`config.mk`:
```
export PLATFORM = sky130hd
export DESIGN_NAME = flush_unit
export DESIGN_NICKNAME = d
export VERILOG_FILES = /design/src/rtl/flush_unit.sv
export SDC_FILE = /design/constraint.sdc
export NUM_CORES = 1
export LEC_CHECK = 0
export CAP_MARGIN = 20
export CORE_MARGIN = 2
export CORE_UTILIZATION = 35
export CTS_CLUSTER_DIAMETER = 150
export DETAILED_ROUTE_END_ITERATION = 6
export HOLD_SLACK_MARGIN = 0.15
export PLACE_DENSITY = 0.67
export SYNTH_ARGS = -nofsm -noshare
export SYNTH_HDL_FRONTEND = slang
export SYNTH_SLANG_ARGS = --single-unit
```
`constraint.sdc`:
```
create_clock -name clk -period 2.1 [get_ports clk]
set_input_delay 0.21 -clock clk [delete_from_list [all_inputs] [get_ports clk]]
set_output_delay 0.21 -clock clk [all_outputs]
set_load 0.005 [all_outputs]
```
`src/rtl/flush_unit.sv`:
```
`default_nettype none
// +--------------------------------------------------------------------------+
// | flush_unit: backend flush sequencer. It accepts a mispredict or an      |
// | exception, holds flush_en, then issues a fetch redirect.                |
// | Revision: 1.0                                                            |
// +--------------------------------------------------------------------------+
module flush_unit #(
  parameter int unsigned FLUSH_HOLD_CYCLES = 2,
  parameter logic [31:0] TRAP_VECTOR       = 32'h0000_0100
) (
  input  logic        clk,
  input  logic        rst_n,
  input  logic        rob_flush_valid,
  input  logic [31:0] rob_flush_pc,
  input  logic        exc_valid,
  input  logic [31:0] exc_pc,
  output logic        flush_en,
  output logic        dispatch_stall,
  output logic        redirect_valid,
  output logic [31:0] redirect_pc,
  input  logic        redirect_ready,
  output logic [31:0] epc,
  output logic [15:0] flush_count
);

  localparam logic [3:0] C_HOLD_LOAD = 4'(FLUSH_HOLD_CYCLES - 1);

  typedef enum logic [1:0] {
    IDLE     = 2'd0,
    FLUSH    = 2'd1,
    REDIRECT = 2'd2
  } state_t;

  state_t      state_q, state_d;
  logic [3:0]  cnt_q, cnt_d;
  logic [31:0] target_q, target_d;
  logic [31:0] epc_q, epc_d;
  logic [15:0] flush_count_q, flush_count_d;

  always_ff @(posedge clk or negedge rst_n) begin
    if (!rst_n) begin
      state_q       <= IDLE;
      cnt_q         <= 4'd0;
      target_q      <= 32'd0;
      epc_q         <= 32'd0;
      flush_count_q <= 16'd0;
    end else begin
      state_q       <= state_d;
      cnt_q         <= cnt_d;
      target_q      <= target_d;
      epc_q         <= epc_d;
      flush_count_q <= flush_count_d;
    end
  end

  always_comb begin
    state_d       = state_q;
    cnt_d         = cnt_q;
    target_d      = target_q;
    epc_d         = epc_q;
    flush_count_d = flush_count_q;
    unique case (state_q)
      IDLE: begin
        if (rob_flush_valid || exc_valid) begin
          state_d       = FLUSH;
          cnt_d         = C_HOLD_LOAD;
          flush_count_d = flush_count_q + 16'd1;
          // Exception takes priority over a same-cycle mispredict.
          if (exc_valid) begin
            target_d = TRAP_VECTOR;
            epc_d    = exc_pc;
          end else begin
            target_d = rob_flush_pc;
          end
        end
      end
      FLUSH: begin
        if (cnt_q == 4'd0) begin
          state_d = REDIRECT;
        end else begin
          cnt_d = cnt_q - 4'd1;
        end
      end
      REDIRECT: begin
        if (redirect_ready) begin
          state_d = IDLE;
        end
      end
      default: begin
        state_d = IDLE;
      end
    endcase
  end

  assign flush_en       = (state_q == FLUSH);
  assign redirect_valid = (state_q == REDIRECT);
  assign dispatch_stall = (state_q != IDLE);
  assign redirect_pc    = (state_q == REDIRECT) ? target_q : 32'd0;
  assign epc            = epc_q;
  assign flush_count    = flush_count_q;

endmodule
`default_nettype wire

```
==> impl_metrics.env <==
export IMPL_root_buffer="clkbuf_8"
export IMPL_fmax_mhz=497
export IMPL_r2r_setup_slack_ns=0.37
export IMPL_die_area_sq_um=11600
export IMPL_routabilityCongestion=0.768
export IMPL_mappedNetlistArea_sq_um=3750
export IMPL_cts_tree="done"
export IMPL_leakage_uw=0.00250
export IMPL_critPathArrivalTime_ns=1.80
export IMPL_slowest_stage="clkdlybuf4s50_1"
export IMPL_grt_pass1_vias=2874
export IMPL_cts_buffer_depth=2
export IMPL_clock_latency_ns=0.34
export IMPL_slew_viol_final=0
export IMPL_synth_top_area_frac=0.573
export IMPL_cts_max_level=3
export IMPL_yosys_top_cells_area="dfrtp_1 57%, mux2_2 9.6%, nand2_1 7.5%"
export IMPL_yosysMostFrequentCell="dfrtp_1"
export IMPL_ir_drop_v=0.000491
export IMPL_cts_sinks=86
export IMPL_ys_types=28
export IMPL_fin_cells=635
export IMPL_grt_max_degree=48
export IMPL_synth_seq_cells=86
export IMPL_grt_pass1_wl_um=13900
export IMPL_ios=152
export IMPL_worst_r2r_path_depth=5
export IMPL_worst_slack_ns=0.0863
export IMPL_fp_row_count=37
export IMPL_vias_per_cell=4.60
export IMPL_slew_limit_headroom=0.647
export IMPL_startpoint_type="register"
export IMPL_r2r_start="state_q[0]"
export IMPL_cp_slowest_stage_delay_ns=0.53
export IMPL_skew_ns=0.0117
export IMPL_hold_viol=0
export IMPL_die_h_um=108
export IMPL_track_usage=0.154
export IMPL_dp_cells=618
export IMPL_diodes=0
export IMPL_async_flop_share=1.00
export IMPL_drt_pass1_iter_count=4
export IMPL_post_route_period_util=0.959
export IMPL_start_util=0.362
export IMPL_pre_cts_slack_ns=0.108
export IMPL_rsz0062_at_grt="yes"
export IMPL_design_area_sq_um=5740
export IMPL_synthCells=338
export IMPL_yosysSeqAreaShare=0.573
export IMPL_synth_area_per_cell_sq_um=11.1
export IMPL_ys_flop_type="dfrtp_1"
export IMPL_cp_required_ns=1.89
export IMPL_status="complete, no violations"
export IMPL_ys_warn_count=0
export IMPL_overflow=0
export IMPL_drv_cap=0
export IMPL_setup_viol=0
export IMPL_drt_iter0_markers=77
export IMPL_vias=2920
export IMPL_hpwl_um=6440
export IMPL_antenna_found_initial=0
export IMPL_synth_edf_count=0
export IMPL_synth_top_cells_by_count="86 x dfrtp_1, 75 x nand2_1, 33 x and2_1, 32 x mux2_2, 31 x nand3b_1"
export IMPL_yosys_area_top_type="dfrtp_1"
export IMPL_fin_crit_ns=2.01
export IMPL_nets=567
export IMPL_syn_to_final_growth_pct=52.9
export IMPL_routed_wl_um=8880
export IMPL_min_path_type="input pin to asynchronous set/reset pin"
export IMPL_fin_hold_ws_ns=0.387
export IMPL_clk_pin_slew_ns=0.09
export IMPL_cts_inserted_buffers=9
export IMPL_path_class="register to output pin"
export IMPL_placed_area_sq_um=5490
export IMPL_p_per_area_nw_per_um2=1210
export IMPL_syn_nets=410
export IMPL_drive_above_1_share=0.136
export IMPL_rr_endpoint="flush_count[14]"
export IMPL_ant_nets=0
export IMPL_critPathMaxFanout=11
export IMPL_drc=0
export IMPL_portBuffers=151
export IMPL_avgRoutedWirePerCell_um=14.0
export IMPL_core_sq_um=10400
export IMPL_die_x_um=108
export IMPL_path_cells="nor2b_4, buf_4, and2_1, clkdlybuf4s50_1"
export IMPL_max_slew_worst_pin_slew_ns=0.530
export IMPL_p_total_uw=6960
export IMPL_end_kind="output pin"
registers in the layout (all words and copies together) (netlist names):
register / cells
state_q: 2
epc: 32
target_q: 32
cnt_q: 4
flush_count: 16
critical path: cells and delay by family, from the launching register on:
kind | cells | cell delay [ns]
buffers and inverters | 2 | 0.71
flip-flops | 1 | 0.45
AND/OR/NAND/NOR | 2 | 0.30
worst max-delay path by stage:
stage	slack [ns]	startpoint	end	cells after the start
3_5_place_dp	0.11	exc_valid	flush_count[14]	5
5_1_grt	-0.02	state_q[1]	redirect_pc[2]	4
4_1_cts	0.03	state_q[1]	redirect_pc[17]	4
2_1_floorplan	0.47	cnt_q[0]	cnt_q[1]	6
3_3_place_gp	0.18	exc_valid	flush_count[14]	5
6_report	0.09	state_q[0]	redirect_pc[2]	4
layout by cell type (no fill, tap or decap), types with 3 or more instances in the layout:
cell | synthesis | layout
nor3_1 | 3 | 3
dfrtp_1 | 86 | 86
clkbuf_8 | 0 | 10
nand2_1 | 75 | 75
buf_12 | 0 | 3
clkdlybuf4s50_1 | 0 | 149
ha_1 | 3 | 3
xnor2_1 | 9 | 9
nand3b_1 | 31 | 31
nand3_1 | 8 | 8
buf_4 | 0 | 7
mux2_2 | 32 | 32
nor2_1 | 9 | 8
and2_1 | 33 | 33
inv_1 | 7 | 7
xor2_1 | 8 | 8
per-layer routing:
layer  track usage  up-vias  part of all wire
li1              -     1416                 -
met3        0.0472       10             0.079
met1         0.201     1388              0.45
met2         0.241      106              0.46
met4        0.0549        0             0.014
met5             0        -                 0
stage by stage:
| step | setup TNS, ns | utilization |
|---|---|---|
| floorplan | 0 | - |
| global placement | 0 | 0.529 |
| detailed placement | 0 | 0.529 |
| CTS | 0 | 0.552 |
| global route | -0.0230 | 0.554 |
| finish | 0 | 0.554 |
report_power, final:
part | internal, uW | switching (uW) | total, uW
clock | 698 | 583 | 1280
sequential | 2410 | 410 | 2820
combinational | 1700 | 1160 | 2850
timing repair:
item	4_1_cts	5_1_grt
hold buffers	1	0
endpoints found under the setup margin	2	13
gates resized for setup	1	4
endpoints found under the hold margin	39	0
setup buffers	0	0
gates cloned	0	1
pin swaps	0	0
logic make-up after synthesis:
| group | count (synthesis) | synth area share |
|---|---|---|
| simple gates | 171 | 0.246 |
| flops | 86 | 0.573 |
| mux | 34 | 0.102 |
| buf+inv | 24 | 0.0253 |
| xor+xnor | 17 | 0.0397 |
| compound gates | 3 | 0.00433 |
| fa+ha+maj | 3 | 0.0100 |
layout make-up:
| class | instances | area (sq um) |
|---|---|---|
| Timing Repair Buffer | 162 | 1640 |
| Fill cell | 925 | 4630 |
| Sequential cell | 86 | 2150 |
| Clock buffer | 10 | 138 |
| Clock inverter | 5 | 83.8 |
| Tap cell | 136 | 170 |
| Multi-Input combinational cell | 228 | 1530 |
| Inverter | 8 | 30.0 |
Note: power is estimated with default switching activity, not from simulation.
